$ cat src/rtl/mlp_layer_scheduler.sv
// Sequences one shared fully-connected engine over NUM_LAYERS layers, steering ping-pong buffer selects.
// Define SCHED_WATCHDOG_EN to add a per-layer RUN watchdog that raises a sticky err and ends the run.
module mlp_layer_scheduler #(
    parameter int NUM_LAYERS     = 3,
    parameter int DIM_WIDTH      = 12,
    parameter int CNT_WIDTH      = 32,
    parameter int TIMEOUT_CYCLES = 65536
) (
    input  logic                            clk,
    input  logic                            rst,
    input  logic                            start,
    input  logic                            abort,
    input  logic [NUM_LAYERS*DIM_WIDTH-1:0] cfg_in_depth,
    input  logic [NUM_LAYERS*DIM_WIDTH-1:0] cfg_out_depth,
    input  logic                            eng_done,
    output logic                            eng_start,
    output logic [DIM_WIDTH-1:0]            eng_in_depth,
    output logic [DIM_WIDTH-1:0]            eng_out_depth,
    output logic                            eng_relu,
    output logic [1:0]                      buf_rd_sel,
    output logic [1:0]                      buf_wr_sel,
    output logic [$clog2(NUM_LAYERS):0]     layer_idx,
    output logic                            busy,
    output logic                            done,
    output logic                            err,
    output logic [CNT_WIDTH-1:0]            cycle_count
);

    localparam int IDX_W = $clog2(NUM_LAYERS) + 1;
    localparam int CFG_W = NUM_LAYERS * DIM_WIDTH;
    localparam logic [CNT_WIDTH-1:0] CNT_MAX = '1;

    if (NUM_LAYERS < 1 || TIMEOUT_CYCLES < 1) begin : g_param_check
        $error("mlp_layer_scheduler: NUM_LAYERS and TIMEOUT_CYCLES must be >= 1");
    end

    typedef enum logic [2:0] {
        S_IDLE,
        S_LAUNCH,
        S_RUN,
        S_GAP,
        S_FINISH
    } state_t;

    state_t               state;
    logic [CFG_W-1:0]     in_lat;
    logic [CFG_W-1:0]     out_lat;

    int                   ld_idx;
    logic [CFG_W-1:0]     src_in;
    logic [CFG_W-1:0]     src_out;
    logic [DIM_WIDTH-1:0] ld_in;
    logic [DIM_WIDTH-1:0] ld_out;
    logic [1:0]           ld_rd;
    logic [1:0]           ld_wr;
    logic                 ld_relu;
    logic [IDX_W-1:0]     ld_layer;
    logic                 load_en;
    logic                 is_last;

    function automatic logic [DIM_WIDTH-1:0] pick(input logic [CFG_W-1:0] vec, input int idx);
        pick = '0;
        for (int i = 0; i < NUM_LAYERS; i++) begin
            if (i == idx) begin
                pick = vec[i*DIM_WIDTH +: DIM_WIDTH];
            end
        end
    endfunction

    // Settings for the layer about to launch: layer 0 straight from cfg at
    // acceptance (latch happens on the same edge), later layers from the latch.
    always_comb begin
        ld_idx   = (state == S_IDLE) ? 0 : int'(layer_idx) + 1;
        src_in   = (state == S_IDLE) ? cfg_in_depth  : in_lat;
        src_out  = (state == S_IDLE) ? cfg_out_depth : out_lat;
        ld_in    = pick(src_in, ld_idx);
        ld_out   = pick(src_out, ld_idx);
        ld_wr    = ld_idx[0] ? 2'd2 : 2'd1;
        ld_rd    = (ld_idx == 0) ? 2'd0 : (ld_idx[0] ? 2'd1 : 2'd2);
        ld_relu  = (ld_idx != NUM_LAYERS - 1);
        ld_layer = IDX_W'(ld_idx);
        load_en  = !abort && ((state == S_IDLE && start) || state == S_GAP);
        is_last  = (int'(layer_idx) == NUM_LAYERS - 1);
    end

`ifdef SCHED_WATCHDOG_EN
    localparam int WD_W = $clog2(TIMEOUT_CYCLES + 1);
    localparam logic [WD_W-1:0] WD_LIMIT = WD_W'(TIMEOUT_CYCLES);
    logic [WD_W-1:0] wd_cnt;
`else
    assign err = 1'b0;
`endif

    always_ff @(posedge clk) begin
        if (!rst) begin
            state         <= S_IDLE;
            in_lat        <= '0;
            out_lat       <= '0;
            eng_start     <= 1'b0;
            eng_in_depth  <= '0;
            eng_out_depth <= '0;
            eng_relu      <= 1'b0;
            buf_rd_sel    <= 2'd0;
            buf_wr_sel    <= 2'd0;
            layer_idx     <= '0;
            busy          <= 1'b0;
            done          <= 1'b0;
            cycle_count   <= '0;
`ifdef SCHED_WATCHDOG_EN
            err           <= 1'b0;
            wd_cnt        <= '0;
`endif
        end else begin
            done <= 1'b0;
            if (state != S_IDLE && !abort && cycle_count != CNT_MAX) begin
                cycle_count <= cycle_count + 1'b1;
            end
            if (load_en) begin
                eng_in_depth  <= ld_in;
                eng_out_depth <= ld_out;
                eng_relu      <= ld_relu;
                buf_rd_sel    <= ld_rd;
                buf_wr_sel    <= ld_wr;
                layer_idx     <= ld_layer;
            end

            // Abort wins over every transition and leaves err and the count untouched.
            if (abort) begin
                state     <= S_IDLE;
                eng_start <= 1'b0;
                busy      <= 1'b0;
            end else begin
                case (state)
                    S_IDLE: begin
                        if (start) begin
                            in_lat      <= cfg_in_depth;
                            out_lat     <= cfg_out_depth;
                            cycle_count <= '0;
                            busy        <= 1'b1;
                            state       <= S_LAUNCH;
`ifdef SCHED_WATCHDOG_EN
                            err         <= 1'b0;
`endif
                        end
                    end
                    S_LAUNCH: begin
                        eng_start <= 1'b1;
                        state     <= S_RUN;
`ifdef SCHED_WATCHDOG_EN
                        wd_cnt    <= '0;
`endif
                    end
                    S_RUN: begin
                        if (eng_done) begin
                            eng_start <= 1'b0;
                            if (is_last) begin
                                done  <= 1'b1;
                                state <= S_FINISH;
                            end else begin
                                state <= S_GAP;
                            end
                        end
`ifdef SCHED_WATCHDOG_EN
                        else if (wd_cnt == WD_LIMIT) begin
                            eng_start <= 1'b0;
                            err       <= 1'b1;
                            done      <= 1'b1;
                            state     <= S_FINISH;
                        end else begin
                            wd_cnt <= wd_cnt + 1'b1;
                        end
`endif
                    end
                    S_GAP: begin
                        state <= S_LAUNCH;
                    end
                    S_FINISH: begin
                        busy  <= 1'b0;
                        state <= S_IDLE;
                    end
                    default: begin
                        eng_start <= 1'b0;
                        busy      <= 1'b0;
                        state     <= S_IDLE;
                    end
                endcase
            end
        end
    end

endmodule
$ cat config.mk
export PLATFORM = sky130hd
export DESIGN_NAME = mlp_layer_scheduler
export DESIGN_NICKNAME = d
export VERILOG_FILES = /design/src/rtl/mlp_layer_scheduler.sv
export SDC_FILE = /design/constraint.sdc
export NUM_CORES = 1
export LEC_CHECK = 0
export BUFFER_PORTS_ARGS = -buffer_cell sky130_fd_sc_hd__buf_2
export CELL_PAD_IN_SITES_DETAIL_PLACEMENT = 1
export CELL_PAD_IN_SITES_GLOBAL_PLACEMENT = 2
export CORE_ASPECT_RATIO = 0.9
export CORE_MARGIN = 10
export CORE_UTILIZATION = 33
export DETAILED_ROUTE_END_ITERATION = 6
export PLACE_DENSITY_LB_ADDON = 0.1
export SYNTH_ARGS = -nofsm -noshare
export SYNTH_HDL_FRONTEND = slang
export SYNTH_SLANG_ARGS = --single-unit
$ cat constraint.sdc
create_clock -name clk -period 7 [get_ports clk]
set_clock_uncertainty 0.15 [all_clocks]
set_input_delay 0.7 -clock clk [delete_from_list [all_inputs] [get_ports clk]]
set_output_delay 0.7 -clock clk [all_outputs]
set_load 0.01 [all_outputs]
Word level (Yosys, flattened, before mapping)
Cells that the tools add are included.

$lt $le $gt $ge: 0. Div/mod/pow operators: 0. Eq/ne operators: 11. Shift operators: 0. Muxes and demuxes: 25. $mul: 0. Reduce and logical (&&, ||, !) cells: 17. Bitwise operators: 6. Add/subtract/negate cells: 2.

Operators with widths (count): 32-bit two-way mux (4); 12-bit two-way mux (6); 36-bit two-way mux (2); 32-bit by 1-bit adder with 32-bit output (second input constant) (1); 32-bit logical NOT (1); 32-bit inequality test (second input constant) (1); 3-bit one-hot mux with 4 select lines (1); 3-bit two-way mux (3); 3-bit by 2-bit equality test with 1-bit output (second input constant) (2); 3-bit equality test (second input constant) (2); 2-bit two-way mux (3); 1-bit inverter (6); 2-bit AND reduction (3); 3-bit OR reduction (2); 3-bit by 1-bit adder with 4-bit output (second input constant) (1); 1-bit by 4-bit equality test with 1-bit output (first input constant) (1); 2-bit by 4-bit equality test with 1-bit output (first input constant) (1); 1-bit logical AND (4); 4-bit two-way mux (1); 2-bit inequality test (second input constant) (2); 4-bit by 2-bit inequality test with 1-bit output (second input constant) (1); 4-bit OR reduction (1); 3-bit by 1-bit equality test with 1-bit output (second input constant) (1); 3-bit logical NOT (1); 8 further kinds (10).

Register bits: 142. Output and inout bits: 68. Input port bits: 77. Latch bits: 0. Memory bits (read-only): 0. RAM bits: 0. Logic and storage cells: 74. Memories: 0.

Depth between registers and ports, before layout
Depth in word-level cells: 7. Depth in mapped cells: 10. Depth with buffers taken out: 6.

Worst setup path before layout
OpenSTA, ideal clock, no wires.

Path kind: register to register. Start: register layer_idx[0]. End: register eng_in_depth[11]. Period minus slack after synthesis: 2.813 ns. Path slack: 4.187 ns. Cell stages (with the launch flop): 11. Setup time: 0.132 ns. Buffers on the path: 4. Data arrival time: 2.531 ns. Required time: 6.718 ns. Path through: dfxtp_1 > inv_1 > clkbuf_1 > clkbuf_1 > ha_1 > clkbuf_1 > buf_1 > mux2i_1 > o21ai_0 > a221oi_1 > nor3_1.

Longest elaborated chain between the ends: 6. Elaborated cells on any way between the ends: 8. Classes of those cells: 1 x add/sub; 2 x eq/ne; 4 x mux; 1 x reduce/logical.

RTL lines: from (decl) (line 22) `output logic [$clog2(NUM_LAYERS):0] layer_idx,`; from (signal assigned) (line 124) `layer_idx <= ld_layer;`; 3-bit by 1-bit adder with 4-bit output * (line 73) `ld_idx = (state == S_IDLE) ? 0 : int'(layer_idx) + 1;`; 4-bit two-way mux * (line 73); 32-bit logical NOT (line 64) `if (i == idx) begin`; 12-bit two-way mux (2 in series) (line 64); 12-bit two-way mux * (line 64); to (signal assigned) (line 119) `eng_in_depth <= ld_in;`; to (decl) (line 17) `output logic [DIM_WIDTH-1:0] eng_in_depth,`.

Every way passes the cells marked *; elsewhere a longest branch is shown, timed or not. A chain may end at the register's enable or synchronous reset.

Final worst setup path
Start: register layer_idx[0]. End: register eng_out_depth[3].

Longest elaborated chain between the ends: 6. Elaborated cells on any way between the ends: 8. Classes of those cells: 1 x add/sub; 2 x eq/ne; 4 x mux; 1 x reduce/logical.

RTL lines: 3-bit by 1-bit adder with 4-bit output * (line 73); 4-bit two-way mux * (line 73); 32-bit logical NOT (line 64); 12-bit two-way mux (2 in series) (line 64); 12-bit two-way mux * (line 64); to (signal assigned) (line 120) `eng_out_depth <= ld_out;`; to (decl) (line 18) `output logic [DIM_WIDTH-1:0] eng_out_depth,`.

Marked as above.

==> run_summary.xml <==
<?xml version="1.0" encoding="UTF-8"?>
<metrics>
  <group name="yosys">
    <metric name="syn_avg_cell_area" unit="µm²">7.79</metric>
    <metric name="synth_cell_type_count" unit="">46</metric>
    <metric name="synth.net_count" unit="">881</metric>
    <metric name="synthDominantCellAreaShare" unit="%">45.2</metric>
    <metric name="ys_seq_area_share" unit="%">45.2</metric>
    <metric name="ys_seq_elements" unit="">141</metric>
    <metric name="post-synth-top-area-cell" unit="">sky130_fd_sc_hd__dfxtp_1</metric>
    <metric name="synth-edff-count" unit="">0</metric>
    <metric name="synth_most_common_cell" unit="">sky130_fd_sc_hd__nand2_1</metric>
    <metric name="post_synth_most_frequent_cells" unit="">168 x sky130_fd_sc_hd__nand2_1, 141 x sky130_fd_sc_hd__dfxtp_1, 106 x sky130_fd_sc_hd__a21oi_1, 49 x sky130_fd_sc_hd__o21ai_0, 47 x sky130_fd_sc_hd__nor2_1</metric>
    <metric name="synthesis.yosys.warnings" unit="">0</metric>
    <metric name="async_reset_ff_share" unit="%">0</metric>
    <metric name="synth_top_cells_by_area" unit="">sky130_fd_sc_hd__dfxtp_1 45%, sky130_fd_sc_hd__nand2_1 10%, sky130_fd_sc_hd__a21oi_1 8.5%</metric>
    <metric name="postSynthCellCount" unit="">801</metric>
    <metric name="postSynth.topFlopCell" unit="">sky130_fd_sc_hd__dfxtp_1</metric>
    <metric name="syn_area" unit="µm²">6240</metric>
  </group>
  <group name="timing">
    <metric name="layout_min_cycle_time" unit="ns">2.96</metric>
    <metric name="max_clock_freq" unit="MHz">338</metric>
    <metric name="rsz_0062_raised_after_global_routing" unit="">no</metric>
    <metric name="final_hold_violating_endpoints" unit="">0</metric>
    <metric name="slew_violations" unit="">0</metric>
    <metric name="setup_viol_count_final" unit="">0</metric>
    <metric name="worst_tran_pin_value" unit="ns">1.16</metric>
    <metric name="max_slew_margin" unit="%">22.2</metric>
    <metric name="layout_worst_path_cycle_share" unit="%">42.3</metric>
    <metric name="setup_tns" unit="ns">0</metric>
  </group>
  <group name="routing">
    <metric name="vias_per_cell" unit="">5.33</metric>
    <metric name="drt.antenna.violating_nets" unit="">0</metric>
    <metric name="post-route-drc-count" unit="">0</metric>
    <metric name="wl_per_cell" unit="µm">18.8</metric>
    <metric name="drt_iter0_drc" unit="">334</metric>
    <metric name="drt_pass1_iterations" unit="">6</metric>
    <metric name="postRouteWirelength" unit="mm">21.9</metric>
    <metric name="route.vias.total" unit="">6206</metric>
  </group>
  <group name="critical_path">
    <metric name="timing.critical_path.mode_cell" unit="">sky130_fd_sc_hd__buf_4</metric>
    <metric name="r2r_setup_slack" unit="ns">4.04</metric>
    <metric name="arrival" unit="ns">3.05</metric>
    <metric name="critical_path_class" unit="">reg -&gt; reg</metric>
    <metric name="critical_path_rt" unit="ns">7.09</metric>
    <metric name="timing.critical_path.from" unit="">layer_idx[0]$_SDFFE_PN0P_</metric>
    <metric name="r2r-start" unit="">layer_idx[0]$_SDFFE_PN0P_</metric>
    <metric name="crit_path_end_kind" unit="">register</metric>
    <metric name="crit_slowest_cell" unit="">sky130_fd_sc_hd__buf_4</metric>
    <metric name="reg2reg_to" unit="">eng_out_depth[3]$_SDFFE_PN0P_</metric>
    <metric name="ff2ff_path_depth" unit="">8</metric>
    <metric name="worstPathCellList" unit="">inv_1 &gt; buf_4 &gt; ha_2 &gt; buf_4 &gt; mux2i_1 &gt; o21ai_0 &gt; a221oi_1 &gt; nor3_1</metric>
    <metric name="critical_path.startpoint_type" unit="">register</metric>
    <metric name="cpPeakStageDelay" unit="ns">0.56</metric>
    <metric name="worstPathMaxFanout" unit="">51</metric>
  </group>
  <group name="clock_network">
    <metric name="clk_latency" unit="ns">0.41</metric>
    <metric name="clock_tree.buffer_depth" unit="">2</metric>
    <metric name="cts_resized" unit="">0</metric>
    <metric name="clkSlewWorstSetupHoldPaths" unit="ns">0.06</metric>
    <metric name="cts_inserted_buffers" unit="">17</metric>
    <metric name="cts_tree" unit="">built</metric>
    <metric name="holdBufCountCts" unit="">0</metric>
    <metric name="cts.sink_count" unit="">141</metric>
    <metric name="root_buffer" unit="">sky130_fd_sc_hd__clkbuf_16</metric>
    <metric name="cts_setup_buffers" unit="">0</metric>
    <metric name="cts_max_level" unit="">4</metric>
  </group>
  <group name="die">
    <metric name="coreArea" unit="µm²">18500</metric>
    <metric name="count_of_standard_cell_rows" unit="">47</metric>
    <metric name="die_width" unit="µm">165</metric>
    <metric name="initial_standard_cell_utilization_of_the_core" unit="%">33.8</metric>
    <metric name="die_area" unit="µm²">24800</metric>
    <metric name="dieHeight" unit="µm">150</metric>
    <metric name="top_level_ports" unit="">145</metric>
  </group>
  <group name="grt">
    <metric name="grt.met1_usage" unit="%">23.3</metric>
    <metric name="grt_pass1_wl" unit="mm">34.6</metric>
    <metric name="first_global_vias" unit="">6333</metric>
    <metric name="globalRouteMet2Util" unit="%">27.4</metric>
    <metric name="groute.layer.met3.usage" unit="%">4.56</metric>
    <metric name="antenna_found_initial" unit="">0</metric>
    <metric name="largest_net_degree_at_the_start_of_global_routing" unit="">103</metric>
    <metric name="grt-ovfl-total" unit="">0</metric>
    <metric name="grt_usage" unit="%">17.4</metric>
    <metric name="busiest_layer" unit="">met2</metric>
  </group>
  <group name="power">
    <metric name="leakagePower" unit="nW">3.08</metric>
    <metric name="worst_ir_drop_vdd" unit="mV">0.178</metric>
    <metric name="power.density" unit="nW/µm²">245</metric>
    <metric name="finalPower" unit="mW">1.88</metric>
  </group>
  <group name="placement">
    <metric name="buffer_ports.inserted" unit="">143</metric>
    <metric name="finalWeightedCongestion" unit="">0.841</metric>
    <metric name="hpwlAfterDp" unit="mm">14.8</metric>
  </group>
  <group name="finish">
    <metric name="final_net_count" unit="">989</metric>
    <metric name="areaGrowthSynthToFinish" unit="%">22.6</metric>
    <metric name="filler_cell_count" unit="">2308</metric>
    <metric name="proportion_of_layout_cells_with_a_drive_suffix_above_1" unit="%">21.0</metric>
    <metric name="diodes" unit="">0</metric>
  </group>
  <group name="min_path">
    <metric name="hold_start" unit="">in_lat[23]$_SDFFE_PN0P_</metric>
    <metric name="worstHoldPathType" unit="">reg -&gt; reg</metric>
    <metric name="hold-path-cell-count" unit="">2</metric>
    <metric name="worst_hold_path.endpoint" unit="">in_lat[23]$_SDFFE_PN0P_</metric>
  </group>
  <group name="run_status">
    <metric name="status" unit="">finished, final reports clean</metric>
  </group>
  <group name="flow_run">
    <metric name="cap_viol_max_count" unit="">0</metric>
  </group>
</metrics>
worst max-delay path: cells and delay by family, from the launching register on:
| kind | cells | cell delay [ns] |
|---|---|---|
| buffers and inverters | 3 | 0.91 |
| DFF | 1 | 0.50 |
| AOI/OAI and AO/OA | 2 | 0.46 |
| adders and majority gates | 1 | 0.38 |
| muxes | 1 | 0.28 |
| and+or+nand+nor | 1 | 0.07 |
through the flow:
step / cells / hold WS [ns] / cell area [µm²] / setup WS [ns] / utilization [%]
floorplan: 801 / 0.286 / 6240 / 4.19 / -
global placement: 1135 / 0.291 / 7100 / 4.19 / 38.5
detailed placement: 1135 / 0.299 / 7100 / 4.04 / 38.5
CTS: 1165 / 0.308 / 7650 / 4.08 / 41.4
global route: 1165 / 0.326 / 7650 / 3.84 / 41.4
finish: 1165 / 0.306 / 7650 / 4.04 / 41.4
layout make-up:
| type | instances | area (µm²) | share of cell area, % |
|---|---|---|---|
| clock buffer | 24 | 482 | 6.30 |
| multi-input combinational | 589 | 3160 | 41.3 |
| tap | 245 | 307 | 4.01 |
| sequential | 141 | 2820 | 36.9 |
| clock inverter | 6 | 62.6 | 0.818 |
| inverter | 7 | 27.5 | 0.360 |
| timing repair buffer | 153 | 791 | 10.3 |
report_power, final:
group | internal (mW) | leakage [nW] | total [mW] | switching (mW)
sequential | 0.835 | 1.15 | 0.854 | 0.0195
clock | 0.512 | 0.258 | 0.852 | 0.340
combinational | 0.0613 | 1.67 | 0.171 | 0.109
total | 1.41 | 3.08 | 1.88 | 0.468
how the worst max path moves through the flow:
stage | end | slack [ns] | cells past startpoint
6_report | eng_out_depth[3]$_SDFFE_PN0P_ | 4.04 | 8
3_5_place_dp | cycle_count[22]$_SDFF_PN0_ | 4.04 | 6
2_1_floorplan | eng_in_depth[11]$_SDFFE_PN0P_ | 4.19 | 10
3_3_place_gp | cycle_count[22]$_SDFF_PN0_ | 4.19 | 6
5_1_grt | eng_out_depth[3]$_SDFFE_PN0P_ | 3.84 | 8
4_1_cts | eng_out_depth[3]$_SDFFE_PN0P_ | 4.08 | 8
state kept, by name, summed over array words and instances, names as in the netlist:
name and flops:
done 1, cycle_count 32, eng_start 1, out_lat 36, busy 1, state 3
eng_relu 1, buf_rd_sel 2, in_lat 36, eng_out_depth 12, eng_in_depth 12, layer_idx 3
buf_wr_sel 1
cell usage in the layout, fill, tap and decap left out, drive strengths merged, types with 2 or more instances in the layout:
master,instances
or4,10
dfxtp,141
clkbuf,24
nand4,16
nand2,168
nor2,47
nor3,30
buf,153
nor4,6
a31oi,6
nand2b,2
ha,3
clkinvlp,3
a41o,3
mux2i,24
clkinv,3
nand3,43
a221oi,24
a21oi,106
or3,21
o31ai,5
inv,6
and4,7
o21ai,49
and3,3
logic make-up (layout without fill, tap and decap cells):
kind of cell / count (synthesis) / after routing / share of synthesized area, %
AND/OR/NAND/NOR: 358 / 358 / 26.6
AO/OA/AOI/OAI: 201 / 201 / 18.6
flip-flops: 141 / 141 / 45.2
buffers and inverters: 71 / 190 / 4.69
multiplexers: 25 / 25 / 4.03
adder cells (fa/ha/maj): 3 / 3 / 0.602
other: 1 / 1 / 0.0601
XOR/XNOR: 1 / 1 / 0.140
metal layers:
layer | up-vias | routed length, µm
li1 | 3067 | -
met1 | 3003 | 10500
met2 | 127 | 9930
met3 | 9 | 1340
met4 | 0 | 122
met5 | - | 0
No activity file was read; power rests on OpenSTA's default activity.
